[config.mk]
export PLATFORM = sky130hd
export DESIGN_NAME = bird_motion_ctrl
export DESIGN_NICKNAME = d
export VERILOG_FILES = /design/src/rtl/bird_pkg.sv /design/src/rtl/button_edge_sync.sv /design/src/rtl/bird_motion_ctrl.sv
export SDC_FILE = /design/constraint.sdc
export NUM_CORES = 1
export LEC_CHECK = 0
export CAP_MARGIN = 20
export CORE_UTILIZATION = 45
export DETAILED_ROUTE_END_ITERATION = 10
export GPL_TIMING_DRIVEN = 0
export PLACE_DENSITY = 0.65
export RECOVER_POWER = 100
export SLEW_MARGIN = 0
export SYNTH_ARGS = -nofsm -noshare
export SYNTH_HDL_FRONTEND = slang
export SYNTH_HIERARCHICAL = 1
export SYNTH_SLANG_ARGS = --single-unit
[constraint.sdc]
create_clock -name clock -period 9.2 [get_ports clock]
set_input_delay 1.84 -clock clock [delete_from_list [all_inputs] [get_ports clock]]
set_output_delay 1.84 -clock clock [all_outputs]
set_load 0.01 [all_outputs]
[src/rtl/bird_pkg.sv]
// Shared types for the bird motion controller: game states and motion-mode encodings.
package bird_pkg;

  typedef enum logic [1:0] {
    IDLE = 2'd0,
    FLY  = 2'd1,
    DEAD = 2'd2
  } state_t;

  localparam int unsigned MODE_HOLD = 0;
  localparam int unsigned MODE_FLAP = 1;

endpackage

[src/rtl/button_edge_sync.sv]
// Two-flop synchroniser for an active-low button plus a registered falling-edge pulse.
module button_edge_sync (
  input  logic clock,
  input  logic reset,
  input  logic btn_n,
  output logic level,
  output logic fall
);

  logic meta;
  logic level_d;

  // Released state is 1, so reset never fabricates a press edge.
  always_ff @(posedge clock) begin
    if (reset) begin
      meta    <= 1'b1;
      level   <= 1'b1;
      level_d <= 1'b1;
      fall    <= 1'b0;
    end else begin
      meta    <= btn_n;
      level   <= meta;
      level_d <= level;
      fall    <= level_d & ~level;
    end
  end

endmodule

[src/rtl/bird_motion_ctrl.sv]
// Tick-paced vertical motion for the flappy-bird game: hold or flap/gravity model,
// floor/crash death and IDLE/FLY/DEAD sequencing, with registered row outputs.
module bird_motion_ctrl
  import bird_pkg::*;
#(
  parameter int unsigned ROWS         = 8,
  parameter int unsigned TICK_CYCLES  = 2500000,
  parameter int unsigned START_ROW    = 3,
  parameter int unsigned MODE         = 1,
  parameter int unsigned FLAP_VEL     = 2,
  parameter int unsigned MAX_FALL     = 2,
  parameter int unsigned DIE_ON_FLOOR = 1
) (
  input  logic                     clock,
  input  logic                     reset,
  input  logic                     enable,
  input  logic                     flap_n,
  input  logic                     crash,
  output logic [$clog2(ROWS)-1:0]  bird_pos,
  output logic [ROWS-1:0]          bird_row,
  output logic                     tick,
  output logic                     ceiling,
  output logic                     dead
);

  localparam int unsigned POS_W = $clog2(ROWS);
  localparam int unsigned CNT_W = $clog2(TICK_CYCLES);
  localparam int unsigned VMAG  = (FLAP_VEL > MAX_FALL) ? FLAP_VEL : MAX_FALL;
  localparam int unsigned VEL_W = $clog2(VMAG + 1) + 1;
  localparam int unsigned SUM_W = (((POS_W + 1) > VEL_W) ? (POS_W + 1) : VEL_W) + 1;

  localparam logic [POS_W-1:0]        START_POS = POS_W'(START_ROW);
  localparam logic [POS_W-1:0]        TOP_POS   = POS_W'(ROWS - 1);
  localparam logic [ROWS-1:0]         START_OH  = ROWS'(1) << START_ROW;
  localparam logic [CNT_W-1:0]        CNT_LAST  = CNT_W'(TICK_CYCLES - 1);
  localparam logic signed [VEL_W-1:0] VEL_FLAP  = VEL_W'(FLAP_VEL);
  localparam logic signed [VEL_W-1:0] VEL_MIN   = VEL_W'(0 - MAX_FALL);
  localparam logic signed [VEL_W-1:0] VEL_ONE   = VEL_W'(1);
  localparam logic signed [SUM_W-1:0] SUM_TOP   = SUM_W'(ROWS - 1);

  state_t                    state_q, state_d;
  logic [CNT_W-1:0]          cnt_q, cnt_d;
  logic signed [VEL_W-1:0]   vel_q, vel_d;
  logic                      req_q, req_d;
  logic [POS_W-1:0]          pos_d;
  logic                      tick_d;

  logic                      btn_level;
  logic                      flap_edge;
  logic                      tick_evt;
  logic signed [VEL_W-1:0]   vel_dec;
  logic signed [VEL_W-1:0]   mot_vel;
  logic signed [SUM_W-1:0]   sum;
  logic [POS_W-1:0]          mot_pos;

  button_edge_sync u_flap_sync (
    .clock (clock),
    .reset (reset),
    .btn_n (flap_n),
    .level (btn_level),
    .fall  (flap_edge)
  );

  assign tick_evt = (state_q == FLY) && (cnt_q == CNT_LAST);

  // Candidate position/velocity for the next tick.
  always_comb begin
    vel_dec = vel_q - VEL_ONE;
    mot_vel = '0;
    mot_pos = bird_pos;
    sum     = '0;
    if (MODE == MODE_FLAP) begin
      if (req_q || flap_edge)   mot_vel = VEL_FLAP;
      else if (vel_dec < VEL_MIN) mot_vel = VEL_MIN;
      else                        mot_vel = vel_dec;
      sum = SUM_W'(signed'({1'b0, bird_pos})) + SUM_W'(mot_vel);
      if (sum[SUM_W-1]) begin
        mot_pos = '0;
      end else if (sum > SUM_TOP) begin
        mot_pos = TOP_POS;
        mot_vel = '0;
      end else begin
        mot_pos = sum[POS_W-1:0];
      end
    end else begin
      if (!btn_level) mot_pos = (bird_pos == TOP_POS) ? bird_pos : bird_pos + POS_W'(1);
      else            mot_pos = (bird_pos == '0) ? bird_pos : bird_pos - POS_W'(1);
    end
  end

  // Next-state and registered-output values.
  always_comb begin
    state_d = state_q;
    cnt_d   = '0;
    vel_d   = vel_q;
    req_d   = req_q;
    pos_d   = bird_pos;
    tick_d  = 1'b0;
    unique case (state_q)
      IDLE: begin
        pos_d = START_POS;
        vel_d = '0;
        req_d = 1'b0;
        if (enable && flap_edge) state_d = FLY;
      end
      FLY: begin
        if (!enable) begin
          state_d = IDLE;
          pos_d   = START_POS;
          vel_d   = '0;
          req_d   = 1'b0;
        end else if (crash) begin
          state_d = DEAD;
          req_d   = 1'b0;
        end else begin
          cnt_d = tick_evt ? '0 : cnt_q + CNT_W'(1);
          if ((MODE == MODE_FLAP) && flap_edge) req_d = 1'b1;
          if (tick_evt) begin
            pos_d  = mot_pos;
            vel_d  = mot_vel;
            req_d  = 1'b0;
            tick_d = 1'b1;
            if ((DIE_ON_FLOOR != 0) && (mot_pos == '0)) state_d = DEAD;
          end
        end
      end
      DEAD: begin
        if (!enable) begin
          state_d = IDLE;
          pos_d   = START_POS;
          vel_d   = '0;
          req_d   = 1'b0;
        end
      end
      default: begin
        state_d = IDLE;
        pos_d   = START_POS;
        vel_d   = '0;
        req_d   = 1'b0;
      end
    endcase
  end

  always_ff @(posedge clock) begin
    if (reset) begin
      state_q  <= IDLE;
      cnt_q    <= '0;
      vel_q    <= '0;
      req_q    <= 1'b0;
      bird_pos <= START_POS;
      bird_row <= START_OH;
      ceiling  <= (START_POS == TOP_POS);
      dead     <= 1'b0;
      tick     <= 1'b0;
    end else begin
      state_q  <= state_d;
      cnt_q    <= cnt_d;
      vel_q    <= vel_d;
      req_q    <= req_d;
      bird_pos <= pos_d;
      bird_row <= ROWS'(1) << pos_d;
      ceiling  <= (pos_d == TOP_POS);
      dead     <= (state_d == DEAD);
      tick     <= tick_d;
    end
  end

endmodule

==> reports/qor.csv <==
stage;metric;value;unit
grt;gr-usage-all-layers;0.190;
power;seq_power_share;0.597;
logic_synthesis;synthCells;269;
logic_synthesis;ys_warn_count;6;
power;p_leak;0.911;nW
logic_synthesis;synth-edff-count;0;
worst_setup_path;cp-start-kind;primary input;
cts;hold_buffers;0;
floorplan;fp.dieArea;5510;µm²
timing;slew_headroom;0.156;
cts;insertion_delay;0.30;ns
cts;cts_tree;yes;
detailed_routing;num_vias;1940;
worst_setup_path;crit_type;in2reg;
power;p_switching;0.0000780;W
detailed_routing;drc_errors;0;
detailed_routing;totalWireLength;4680;µm
detailed_routing;firstDrtPassIters;4;
floorplan;core_area;4880;µm²
grt;antenna_found_initial;0;
logic_synthesis;syn_area_per_cell;8.74;µm²
timing;worst_pin_slew;1.23;ns
worst_setup_path;cp_num_buf_inv;1;
timing;finalCriticalPeriod;4.58;ns
logic_synthesis;async_reset_ff_frac;0;
cts;cts-resized-gates;0;
detailed_routing;avgViaCountPerCell;5.37;
layout;synthToLayoutAreaGrowth;12.4;%
cts;clock-sinks;46;
logic_synthesis;synth_ff_type;dfxtp_1;
detailed_routing;ant_nets;0;
worst_hold_path;min_path_type;reg2reg;
timing;fin_skew;0.00968;ns
grt;grt_pass1_wl;8070;µm
worst_setup_path;crit_family;compound AO/OA/AOI/OAI gates;
layout;nFillCells;495;
power;internal-power;0.000259;W
floorplan;rows;25;
detailed_routing;wl_per_cell;13.0;µm
cts;cts_buffers;5;
power;power_density;127;nW/µm²
logic_synthesis;syn_nets;285;
floorplan;start_util;0.482;
floorplan;dieHeight;74.3;µm
timing;slew_violations;0;
cts;htree_num_levels;2;
power;total_power;0.000337;W
timing;period_share;0.498;
timing;fin_setup_tns;0;ns
grt;grt_overflow;0;
placement;portBuffers;18;
cts;clockRootBuffer;clkbuf_8;
power;vdd_drop_max;78.5;µV
logic_synthesis;yosys-top-cells-count;dfxtp_1, nor2_1, nand2_1;
placement;routabilityCongestion;0.789;
cts;clk_path_buf_depth;2;
worst_setup_path;crit_slowest_cell;a21boi_0;
timing;finalSetupViolations;0;
placement;dp.final_hpwl;3450;µm
logic_synthesis;synthTopCellsByArea;dfxtp_1, nor2_1, xor2_1, ha_1, nand2_1;
cts;cts_setup_buffers;0;
logic_synthesis;ys_seq_elements;46;
floorplan;io_pins;19;
floorplan;die_w;74.3;µm
worst_setup_path;cp.required;9.40;ns
worst_setup_path;path_cells;dlygate4sd3_1 -> or4_1 -> a211o_1 -> o211ai_1 -> a21boi_0 -> and4bb_2;
grt;grt_start_max_net_pins;14;
worst_setup_path;critPathArrivalTime;4.78;ns
timing;rsz0062_at_grt;false;
timing;hold_viol;0;
power;pwr-share-comb;0.046;
layout;diodes;0;
logic_synthesis;yosysTopAreaCellShare;0.392;
worst_setup_path;crit_path_max_fanout;9;
logic_synthesis;synth.most_common_cell;dfxtp_1;
logic_synthesis;synthDistinctLibCells;46;
worst_setup_path;crit_path_end_kind;register;
logic_synthesis;netlist_area;2350;µm²
logic_synthesis;yosysTopAreaCell;dfxtp_1;
detailed_routing;drt_iter0_drc;103;
cts;clk_pin_slew;0.08;ns
grt;grt_pass1_vias;1706;
power;switching_share;0.232;
layout;finalNetCount;310;
worst_setup_path;cpPeakStageDelay;0.84;ns
layout;layout-drive-gt1-share;0.0510;
timing;clock.fmax;218;MHz
run;drv_cap;0;
logic_synthesis;ys_seq_area_frac;0.392;
power;clkPwrFrac;0.357;
run_status;status;completed;
-- worst reg2reg max path: stages (launching register included) --
cell and delay, ns:
dfxtp_1 0.35, inv_1 0.05, ha_1 0.22, xor2_1 0.24
a211oi_1 0.15, ha_1 0.23, fa_1 0.53, a21oi_1 0.24
o21ai_0 0.13, a211o_1 0.35, o211ai_1 0.23, a21boi_0 0.84
and4bb_2 0.32
-- cell usage in the layout (no fill, tap or decap), drive strengths merged, types with 4 or more instances in the layout --
master,n
ha,10
inv,11
a21oi,14
or2,6
nor2,42
nand3,15
nand2,23
xnor2,7
dlygate4sd3,17
nor4b,5
nor3,7
o21ai,8
and4bb,4
clkbuf,11
xor2,15
nand4,7
and3,6
dfxtp,46
-- power by group through the flow --
stage               sequential, W  clock [W]  combinational, W
global placement         0.000206          0         0.0000162
floorplan                0.000206          0         0.0000103
global route             0.000201   0.000129         0.0000173
detailed placement       0.000206          0         0.0000163
CTS                      0.000201   0.000123         0.0000164
finish                   0.000201   0.000120         0.0000155
-- path summary, 6_finish.rpt --
| kind | start | endpoint | slack [ns] | cells past startpoint |
|---|---|---|---|---|
| worst max register to register | vel_q[0]$_SDFFE_PP0P_ | bird_row[1]$_SDFF_PP0_ | 5.20 | 12 |
| worst min-delay path | u_flap_sync/meta$_SDFF_PP1_ | u_flap_sync/level$_SDFF_PP1_ | 0.41 | 1 |
| worst max-delay path | crash | bird_row[1]$_SDFF_PP0_ | 4.62 | 6 |
| worst min register to register | u_flap_sync/meta$_SDFF_PP1_ | u_flap_sync/level$_SDFF_PP1_ | 0.41 | 1 |
-- cells by family (layout without fill, tap and decap cells) --
logic type      count (synthesis)  in the layout  share of synthesized area
flops                          46             46                      0.392
simple gates                  129            129                      0.294
xor+xnor                       22             22                     0.0820
fa+ha+maj                      11             11                     0.0618
compound gates                 45             45                      0.145
buf+inv                        16             41                     0.0256
-- sequential cells by signal, indices dropped and copies added, names as in the netlist, 2 cells and up --
register	flops
vel_q	3
bird_row	8
state_q	2
bird_pos	3
cnt_q	22
-- through the flow --
| stage | hold slack (ns) | cell area [µm²] | setup slack (ns) | std cells | util |
|---|---|---|---|---|---|
| 5_1_grt | 0.445 | 2640 | 4.54 | 361 | 0.541 |
| 6_report | 0.408 | 2640 | 4.62 | 361 | 0.541 |
| 2_1_floorplan | 0.383 | 2350 | 5.75 | 269 | - |
| 3_5_place_dp | 0.392 | 2610 | 5.06 | 354 | 0.536 |
| 3_3_place_gp | 0.387 | 2610 | 5.07 | 354 | 0.536 |
| 4_1_cts | 0.412 | 2690 | 5.38 | 361 | 0.552 |
-- cell type report --
cell class	instances	area, µm²	area share
plain buffers	5	18.8	0.00711
multi-input cells	207	1320	0.498
clock inverters	1	7.51	0.00284
inverters	11	41.3	0.0156
clock buffers	6	72.6	0.0275
well taps	67	83.8	0.0317
repair buffers	18	180	0.0682
flip-flops and latches	46	921	0.349
-- per-layer routing --
| metal | track usage | part of all wire |
|---|---|---|
| met5 | 0 | 0 |
| met1 | 0.285 | 0.53 |
| met3 | 0.0366 | 0.036 |
| met2 | 0.271 | 0.42 |
| met4 | 0.0692 | 0.016 |
No activity file was read; power rests on OpenSTA's default activity.
